File: src/rtl/qpsk_demodulator_if.sv
// Boundary bundle for the QPSK demodulator: carrier word and rx sample stream in, decided-symbol stream out.
// Latency: none; this file is wiring only.
// Backpressure: symbol_valid/symbol_ready on the decision side. The rx side has no backpressure (one sample per clk).
// Ports: master = demodulator side, slave = front end / framing side.
//   fcw, rx_sample, rx_valid, rx_sync            : carrier word and sample stream
//   symbol_out, symbol_valid, symbol_ready       : decision handshake
//   symbol_weak, i_metric, q_metric, overrun     : decision side-band
interface qpsk_demodulator_if;
  logic        [31:0] fcw;
  logic signed [15:0] rx_sample;
  logic               rx_valid;
  logic               rx_sync;
  logic        [1:0]  symbol_out;
  logic               symbol_valid;
  logic               symbol_ready;
  logic               symbol_weak;
  logic signed [15:0] i_metric;
  logic signed [15:0] q_metric;
  logic               overrun;

  modport master (
    input  fcw, rx_sample, rx_valid, rx_sync, symbol_ready,
    output symbol_out, symbol_valid, symbol_weak, i_metric, q_metric, overrun
  );

  modport slave (
    output fcw, rx_sample, rx_valid, rx_sync, symbol_ready,
    input  symbol_out, symbol_valid, symbol_weak, i_metric, q_metric, overrun
  );
endinterface

File: src/rtl/qpsk_demodulator.sv
// Coherent QPSK demodulator: downmix against a local DDS, integrate-and-dump per symbol window, hard decision.
// Latency: symbol_valid rises 3 clks after the last (DUMP) sample of a window is presented.
// Backpressure: a decision is held while symbol_valid && !symbol_ready. A newer decision overwrites it and pulses overrun.
// Ports: clk, reset (synchronous, active-high).
//   bus (master modport): fcw, rx_sample/rx_valid/rx_sync in;
//   symbol_out/symbol_valid/symbol_ready, symbol_weak, i_metric/q_metric, overrun.

module qpsk_demod_dds (
  input  logic               clk,
  input  logic               reset,
  input  logic        [31:0] i_fcw,
  output logic signed [15:0] o_cos,
  output logic signed [15:0] o_sin
);
  logic [31:0] r_phase;
  logic [4:0]  w_ph;

  // Quarter-wave table: round(32767 * sin(k*pi/16)) for k = 0..8.
  function automatic logic signed [15:0] f_qtr(input logic [3:0] k);
    case (k)
      4'd0:    f_qtr = 16'sd0;
      4'd1:    f_qtr = 16'sd6393;
      4'd2:    f_qtr = 16'sd12539;
      4'd3:    f_qtr = 16'sd18204;
      4'd4:    f_qtr = 16'sd23170;
      4'd5:    f_qtr = 16'sd27245;
      4'd6:    f_qtr = 16'sd30273;
      4'd7:    f_qtr = 16'sd32137;
      default: f_qtr = 16'sd32767;
    endcase
  endfunction

  // 32-point sine built from the quarter table: phase bit 3 mirrors the index, bit 4 negates.
  function automatic logic signed [15:0] f_sin(input logic [4:0] p);
    logic        [3:0]  k;
    logic signed [15:0] v;
    k     = p[3] ? (4'd8 - {1'b0, p[2:0]}) : {1'b0, p[2:0]};
    v     = f_qtr(k);
    f_sin = p[4] ? -v : v;
  endfunction

  always_ff @(posedge clk) begin
    if (reset) r_phase <= '0;
    else       r_phase <= r_phase + i_fcw;
  end

  assign w_ph  = r_phase[31:27];
  assign o_sin = f_sin(w_ph);
  assign o_cos = f_sin(w_ph + 5'd8);  // cos(x) = sin(x + 90 deg)
endmodule

module qpsk_demodulator #(
  parameter int SYSTEM_CLK_FREQ = 100_000_000,
  parameter int SYMBOL_RATE     = 1_000_000,
  parameter int SYMBOL_PERIOD   = SYSTEM_CLK_FREQ / SYMBOL_RATE,
  parameter int ACC_W           = 32,
  parameter int ENERGY_TH       = 1_000_000
) (
  input  logic               clk,
  input  logic               reset,
  qpsk_demodulator_if.master bus
);
  localparam int CNT_W = $clog2(SYMBOL_PERIOD);
  localparam int SW    = ACC_W + 1;
  localparam logic [CNT_W-1:0]        LAST_IDX = CNT_W'(SYMBOL_PERIOD - 1);
  localparam logic signed [ACC_W-1:0] ACC_MAX  = {1'b0, {(ACC_W-1){1'b1}}};
  localparam logic signed [ACC_W-1:0] ACC_MIN  = -ACC_MAX;

  // Symmetric clamp: -2^(ACC_W-1) is never produced, so |acc| always fits in ACC_W bits.
  function automatic logic signed [ACC_W-1:0] f_sat_add(input logic signed [ACC_W-1:0] a,
                                                        input logic signed [16:0]      p);
    logic signed [SW-1:0] s;
    s = SW'(a) + SW'(p);
    if (s > SW'(ACC_MAX))      f_sat_add = ACC_MAX;
    else if (s < SW'(ACC_MIN)) f_sat_add = ACC_MIN;
    else                       f_sat_add = s[ACC_W-1:0];
  endfunction

  function automatic logic signed [15:0] f_metric(input logic signed [ACC_W-1:0] acc);
    logic signed [ACC_W-1:0] s;
    s = acc >>> 8;
    if (s > ACC_W'(32767))       f_metric = 16'sd32767;
    else if (s < ACC_W'(-32767)) f_metric = -16'sd32767;
    else                         f_metric = 16'(s);
  endfunction

  function automatic logic [ACC_W-1:0] f_abs(input logic signed [ACC_W-1:0] v);
    f_abs = v[ACC_W-1] ? ACC_W'(-v) : v;
  endfunction

  logic signed [15:0]      w_cos, w_sin;
  logic signed [31:0]      w_prod_i, w_prod_q;
  logic signed [16:0]      w_pi, w_pq;
  logic [CNT_W-1:0]        w_idx;
  logic                    w_start, w_dump;
  logic signed [ACC_W-1:0] w_sum_i, w_sum_q;
  logic [SW-1:0]           w_energy;

  logic [CNT_W-1:0]        r_cnt;
  logic signed [16:0]      r_pi, r_pq;
  logic                    r_s1_start, r_s1_dump;
  logic signed [ACC_W-1:0] r_acc_i, r_acc_q, r_fin_i, r_fin_q;
  logic                    r_fin_vld;
  logic                    r_valid, r_weak, r_overrun;
  logic [1:0]              r_sym;
  logic signed [15:0]      r_mi, r_mq;

  qpsk_demod_dds u_dds (
    .clk   (clk),
    .reset (reset),
    .i_fcw (bus.fcw),
    .o_cos (w_cos),
    .o_sin (w_sin)
  );

  // Window index of the sample presented this cycle; rx_sync forces it to 0,
  // which also suppresses a DUMP that would have landed on the same sample.
  assign w_idx   = bus.rx_sync ? '0 : r_cnt;
  assign w_start = (w_idx == '0);
  assign w_dump  = (w_idx == LAST_IDX);

  assign w_prod_i = 32'(bus.rx_sample) * 32'(w_cos);
  assign w_prod_q = -(32'(bus.rx_sample) * 32'(w_sin));
  assign w_pi     = 17'(w_prod_i >>> 15);
  assign w_pq     = 17'(w_prod_q >>> 15);

  // Stage 1: products and window tags.
  always_ff @(posedge clk) begin
    if (reset) begin
      r_cnt      <= '0;
      r_pi       <= '0;
      r_pq       <= '0;
      r_s1_start <= 1'b0;
      r_s1_dump  <= 1'b0;
    end else begin
      r_cnt      <= w_dump ? '0 : w_idx + CNT_W'(1);
      r_pi       <= bus.rx_valid ? w_pi : '0;
      r_pq       <= bus.rx_valid ? w_pq : '0;
      r_s1_start <= w_start;
      r_s1_dump  <= w_dump;
    end
  end

  assign w_sum_i = f_sat_add(r_acc_i, r_pi);
  assign w_sum_q = f_sat_add(r_acc_q, r_pq);

  // Stage 2: integrate-and-dump. START overwrites, so a partial window left behind by rx_sync is dropped.
  always_ff @(posedge clk) begin
    if (reset) begin
      r_acc_i   <= '0;
      r_acc_q   <= '0;
      r_fin_i   <= '0;
      r_fin_q   <= '0;
      r_fin_vld <= 1'b0;
    end else begin
      r_fin_vld <= r_s1_dump;
      if (r_s1_dump) begin
        r_fin_i <= w_sum_i;
        r_fin_q <= w_sum_q;
      end
      if (r_s1_start) begin
        r_acc_i <= ACC_W'(r_pi);
        r_acc_q <= ACC_W'(r_pq);
      end else if (r_s1_dump) begin
        r_acc_i <= '0;
        r_acc_q <= '0;
      end else begin
        r_acc_i <= w_sum_i;
        r_acc_q <= w_sum_q;
      end
    end
  end

  assign w_energy = {1'b0, f_abs(r_fin_i)} + {1'b0, f_abs(r_fin_q)};

  // Stage 3: registered decision and output handshake.
  // Symbol map: bit1 = Q<0, bit0 = (I<0) xor (Q<0).
  always_ff @(posedge clk) begin
    if (reset) begin
      r_valid   <= 1'b0;
      r_sym     <= '0;
      r_weak    <= 1'b0;
      r_mi      <= '0;
      r_mq      <= '0;
      r_overrun <= 1'b0;
    end else if (r_fin_vld) begin
      r_valid   <= 1'b1;
      r_sym     <= {r_fin_q[ACC_W-1], r_fin_i[ACC_W-1] ^ r_fin_q[ACC_W-1]};
      r_weak    <= (w_energy < SW'(ENERGY_TH));
      r_mi      <= f_metric(r_fin_i);
      r_mq      <= f_metric(r_fin_q);
      r_overrun <= r_valid & ~bus.symbol_ready;
    end else begin
      r_overrun <= 1'b0;
      if (r_valid && bus.symbol_ready) r_valid <= 1'b0;
    end
  end

  assign bus.symbol_out   = r_sym;
  assign bus.symbol_valid = r_valid;
  assign bus.symbol_weak  = r_weak;
  assign bus.i_metric     = r_mi;
  assign bus.q_metric     = r_mq;
  assign bus.overrun      = r_overrun;
endmodule

File: src/flat_wrapper.sv
// flat-port wrapper written by rule: the top's interface ports become plain ports
module qpsk_demodulator_flat 
#(
  parameter int SYSTEM_CLK_FREQ = 100_000_000,
  parameter int SYMBOL_RATE     = 1_000_000,
  parameter int SYMBOL_PERIOD   = SYSTEM_CLK_FREQ / SYMBOL_RATE,
  parameter int ACC_W           = 32,
  parameter int ENERGY_TH       = 1_000_000
)
  (clk, reset, bus_fcw, bus_rx_sample, bus_rx_valid, bus_rx_sync, bus_symbol_ready, bus_symbol_out, bus_symbol_valid, bus_symbol_weak, bus_i_metric, bus_q_metric, bus_overrun);
  qpsk_demodulator_if bus_i ();
  input  logic clk;
  input  logic reset;
  input wire logic [$bits(bus_i.fcw)-1:0] bus_fcw;
  input wire logic [$bits(bus_i.rx_sample)-1:0] bus_rx_sample;
  input wire logic [$bits(bus_i.rx_valid)-1:0] bus_rx_valid;
  input wire logic [$bits(bus_i.rx_sync)-1:0] bus_rx_sync;
  input wire logic [$bits(bus_i.symbol_ready)-1:0] bus_symbol_ready;
  output wire logic [$bits(bus_i.symbol_out)-1:0] bus_symbol_out;
  output wire logic [$bits(bus_i.symbol_valid)-1:0] bus_symbol_valid;
  output wire logic [$bits(bus_i.symbol_weak)-1:0] bus_symbol_weak;
  output wire logic [$bits(bus_i.i_metric)-1:0] bus_i_metric;
  output wire logic [$bits(bus_i.q_metric)-1:0] bus_q_metric;
  output wire logic [$bits(bus_i.overrun)-1:0] bus_overrun;
  assign bus_i.fcw = bus_fcw;
  assign bus_i.rx_sample = bus_rx_sample;
  assign bus_i.rx_valid = bus_rx_valid;
  assign bus_i.rx_sync = bus_rx_sync;
  assign bus_i.symbol_ready = bus_symbol_ready;
  assign bus_symbol_out = bus_i.symbol_out;
  assign bus_symbol_valid = bus_i.symbol_valid;
  assign bus_symbol_weak = bus_i.symbol_weak;
  assign bus_i_metric = bus_i.i_metric;
  assign bus_q_metric = bus_i.q_metric;
  assign bus_overrun = bus_i.overrun;
  qpsk_demodulator #(.SYSTEM_CLK_FREQ(SYSTEM_CLK_FREQ), .SYMBOL_RATE(SYMBOL_RATE), .SYMBOL_PERIOD(SYMBOL_PERIOD), .ACC_W(ACC_W), .ENERGY_TH(ENERGY_TH)) u_core (.clk(clk), .reset(reset), .bus(bus_i));
endmodule
File: config.mk
export PLATFORM = sky130hd
export DESIGN_NAME = qpsk_demodulator_flat
export DESIGN_NICKNAME = d
export VERILOG_FILES = /design/src/rtl/qpsk_demodulator_if.sv /design/src/rtl/qpsk_demodulator.sv /design/src/flat_wrapper.sv
export SDC_FILE = /design/constraint.sdc
export NUM_CORES = 2
export LEC_CHECK = 0
export ABC_AREA = 1
export CORE_MARGIN = 2
export CORE_UTILIZATION = 58
export CTS_BUF_LIST = sky130_fd_sc_hd__clkbuf_4 sky130_fd_sc_hd__clkbuf_8
export CTS_CLUSTER_SIZE = 8
export DETAILED_ROUTE_END_ITERATION = 8
export PLACE_DENSITY_LB_ADDON = 0.2
export SLEW_MARGIN = 20
export SYNTH_ARGS = -nofsm -noshare
export SYNTH_HDL_FRONTEND = slang
export SYNTH_SLANG_ARGS = --single-unit
File: constraint.sdc
create_clock -name clk -period 10.6 [get_ports clk]
set_input_delay 1.06 -clock clk [delete_from_list [all_inputs] [get_ports clk]]
set_output_delay 1.06 -clock clk [all_outputs]
set_load 0.05 [all_outputs]
==> flow_metrics.env <==
export IMPL_finalCritPeriodShare=0.8481
export IMPL_drive_gt1_frac=0.03323
export IMPL_yosysSeqAreaShare=0.1234
export IMPL_die_width_microns=263.7
export IMPL_grt_busiest_layer="met2"
export IMPL_synthFlopType="dfxtp_1"
export IMPL_drcViolationCount=0
export IMPL_grt_max_degree=108
export IMPL_gp_congestion=0.9987
export IMPL_portBuffers=89
export IMPL_grtUsageMet2=0.5232
export IMPL_clockBufferDepth=3
export IMPL_cp_common_cell="inv_1"
export IMPL_start_util=0.5844
export IMPL_drt_iter0_markers=2878
export IMPL_ant_nets=0
export IMPL_drt_vias_per_instance=5.478
export IMPL_dr_pass1_iters=8
export IMPL_synth_async_reset_ratio=0
export IMPL_area_delta_synth_final_pct=5.906
export IMPL_cts_root_buf="clkbuf_8"
export IMPL_synth_edff_count=0
export IMPL_cp_arrival_ns=9.42
export IMPL_worstPathMaxFanout=15
export IMPL_synth_fp_nets=6520
export IMPL_pin_count=90
export IMPL_grt_pass1_wl_microns=179800
export IMPL_finClkSkew_ns=0.03618
export IMPL_dieHeight_microns=263.7
export IMPL_worst_slew_pin_slew_ns=1.170
export IMPL_path_class="reg -> reg"
export IMPL_rows=95
export IMPL_nets=6525
export IMPL_relSlewSlack=0.2192
export IMPL_syn_inst=5629
export IMPL_numClockSinks=241
export IMPL_ys_types=54
export IMPL_clk_pin_slew_worst_paths_ns=0.07
export IMPL_final_area_sq_mm=0.04142
export IMPL_min_period_ns=8.990
export IMPL_cts_max_level=2
export IMPL_hold_viol=0
export IMPL_globalRouteTotalUtil=0.3201
export IMPL_crit_path_top_delay_cell="fa_1"
export IMPL_cts_inserted_buffers=41
export IMPL_cts_resized=0
export IMPL_clock_fmax_mhz=111.2
export IMPL_avgSynthCellArea_sq_um=6.948
export IMPL_required_ns=11.03
export IMPL_dpl_cell_area_sq_mm=0.04061
export IMPL_globalRouteMet3Util=0.04847
export IMPL_setup_tns_ns=0
export IMPL_grt_pass1_vias=35120
export IMPL_syn_cell_area_sq_mm=0.03911
export IMPL_min_path_type="reg -> reg"
export IMPL_status="completed"
export IMPL_report_final_setup_viol=0
export IMPL_grt_overflow_total=0
export IMPL_core_area_sq_mm=0.06692
export IMPL_antenna_found_initial=1
export IMPL_cts_tree="done"
export IMPL_via_count=35780
export IMPL_critPathLaunchType="register"
export IMPL_ctsHoldBuffers=0
export IMPL_clkLatencyLatePin_ns=0.58
export IMPL_dp_hpwl_microns=90050
export IMPL_ys_ff_latch=241
export IMPL_cap_violations=0
export IMPL_wl_microns=110600
export IMPL_die_area_sq_mm=0.06952
export IMPL_critPathMaxStageDelay_ns=0.54
export IMPL_rsz0062_at_grt="no"
export IMPL_post_cts_buffers=0
export IMPL_endpoint_kind="register"
export IMPL_wl_per_cell_microns=16.94
export IMPL_slew_violations=0
export IMPL_use_met1=0.4276
export IMPL_synth_warnings=0
export IMPL_holdWs_ns=0.4623
## per-stage QoR
step                        util  setup WS [ns]  std cells
final                     0.6189          1.610       6532
after global routing      0.6189         0.8028       6531
after CTS                 0.6188          1.721       6530
after detailed placement  0.6068          1.805       6464
after global placement    0.6068          1.992       6464
after floorplan                -          2.578       5629
## cells by family after synthesis
group | Yosys count | synth area share
simple gates | 2256 | 0.2337
xor+xnor | 125 | 0.02876
flops | 241 | 0.1234
compound gates | 808 | 0.1123
buf+inv | 1361 | 0.1334
fa+ha+maj | 838 | 0.3685
## flip-flops by register name (all words and copies together) (netlist names), 2 cells and up
signal / flops
u_core.r_fin_q: 32
u_core.bus.i_metric: 16
u_core.bus.q_metric: 16
u_core.r_pq: 17
u_core.r_cnt: 7
u_core.r_acc_i: 32
u_core.r_acc_q: 32
u_core.r_pi: 17
u_core.u_dds.r_phase: 32
u_core.bus.symbol_out: 2
u_core.r_fin_i: 32
## area by class of cell
cell class / instances / area (sq um)
antenna: 2 / 5.005
clock buffer: 58 / 729.5
clock inverter: 8 / 73.82
fill: 6462 / 25500
inverter: 1208 / 4534
multi-input combinational: 4027 / 29070
sequential: 241 / 4825
tap: 873 / 1092
timing repair buffer: 115 / 1084
## cell usage in the layout, fill, tap and decap left out, types with 11 or more instances in the layout
cell	synthesis	final
nand2_1	1250	1250
inv_1	1166	1165
nor2_1	650	649
fa_1	523	523
a21oi_1	419	419
ha_1	315	315
dfxtp_1	241	241
o21ai_0	202	202
nand3_1	165	165
xor2_1	91	91
clkdlybuf4s50_1	0	88
nor3_1	61	61
nand4_1	54	54
o21ai_1	51	51
clkbuf_8	0	47
inv_2	34	35
xnor2_1	30	30
a31oi_1	29	29
o21a_1	29	29
buf_4	5	27
o21bai_1	18	18
or2_2	15	15
a21o_1	14	14
nand3b_1	12	12
clkbuf_4	0	11
## worst paths after layout
path | endpoint | slack, ns | from | depth (start not counted)
hold reg to reg | u_core.bus.i_metric[11] | 0.46 | u_core.bus.i_metric[11] | 2
hold / removal | u_core.bus.i_metric[11] | 0.46 | u_core.bus.i_metric[11] | 2
setup / recovery | u_core.r_pi[16] | 1.61 | u_core.u_dds.r_phase[28] | 37
setup reg to reg | u_core.r_pi[16] | 1.61 | u_core.u_dds.r_phase[28] | 37
## synthesized netlist by cell type, types with 12 or more instances
cell type	count	area, sq um
nand2_1	1250	4692
inv_1	1166	4377
nor2_1	650	2440
fa_1	523	10470
a21oi_1	419	2097
ha_1	315	3941
dfxtp_1	241	4825
o21ai_0	202	1011
nand3_1	165	825.8
clkbuf_1	115	431.7
xor2_1	91	797.0
nor3_1	61	305.3
nand4_1	54	337.8
o21ai_1	51	255.2
inv_2	34	127.6
xnor2_1	30	262.8
a31oi_1	29	181.4
o21a_1	29	217.7
o21bai_1	18	135.1
buf_2	17	85.08
or2_2	15	93.84
a21o_1	14	105.1
nand3b_1	12	90.09
## layer usage
| layer | vias to the layer above | part of all wire |
|---|---|---|
| li1 | 17274 | - |
| met1 | 16866 | 0.43 |
| met2 | 1362 | 0.45 |
| met3 | 278 | 0.078 |
| met4 | 0 | 0.042 |
| met5 | - | 0 |
## worst max-delay path: cells and delay by family, from the launching register on
family,cells,cell delay [ns]
AO/OA/AOI/OAI,6,1.26
adder cells (fa/ha/maj),10,4.34
buffers and inverters,9,1.36
flip-flops,1,0.51
AND/OR/NAND/NOR,12,1.36
Power is left out: the tool's default activity adds up to more than one toggle a clock period on the data nets, which glitch-free logic cannot reach.
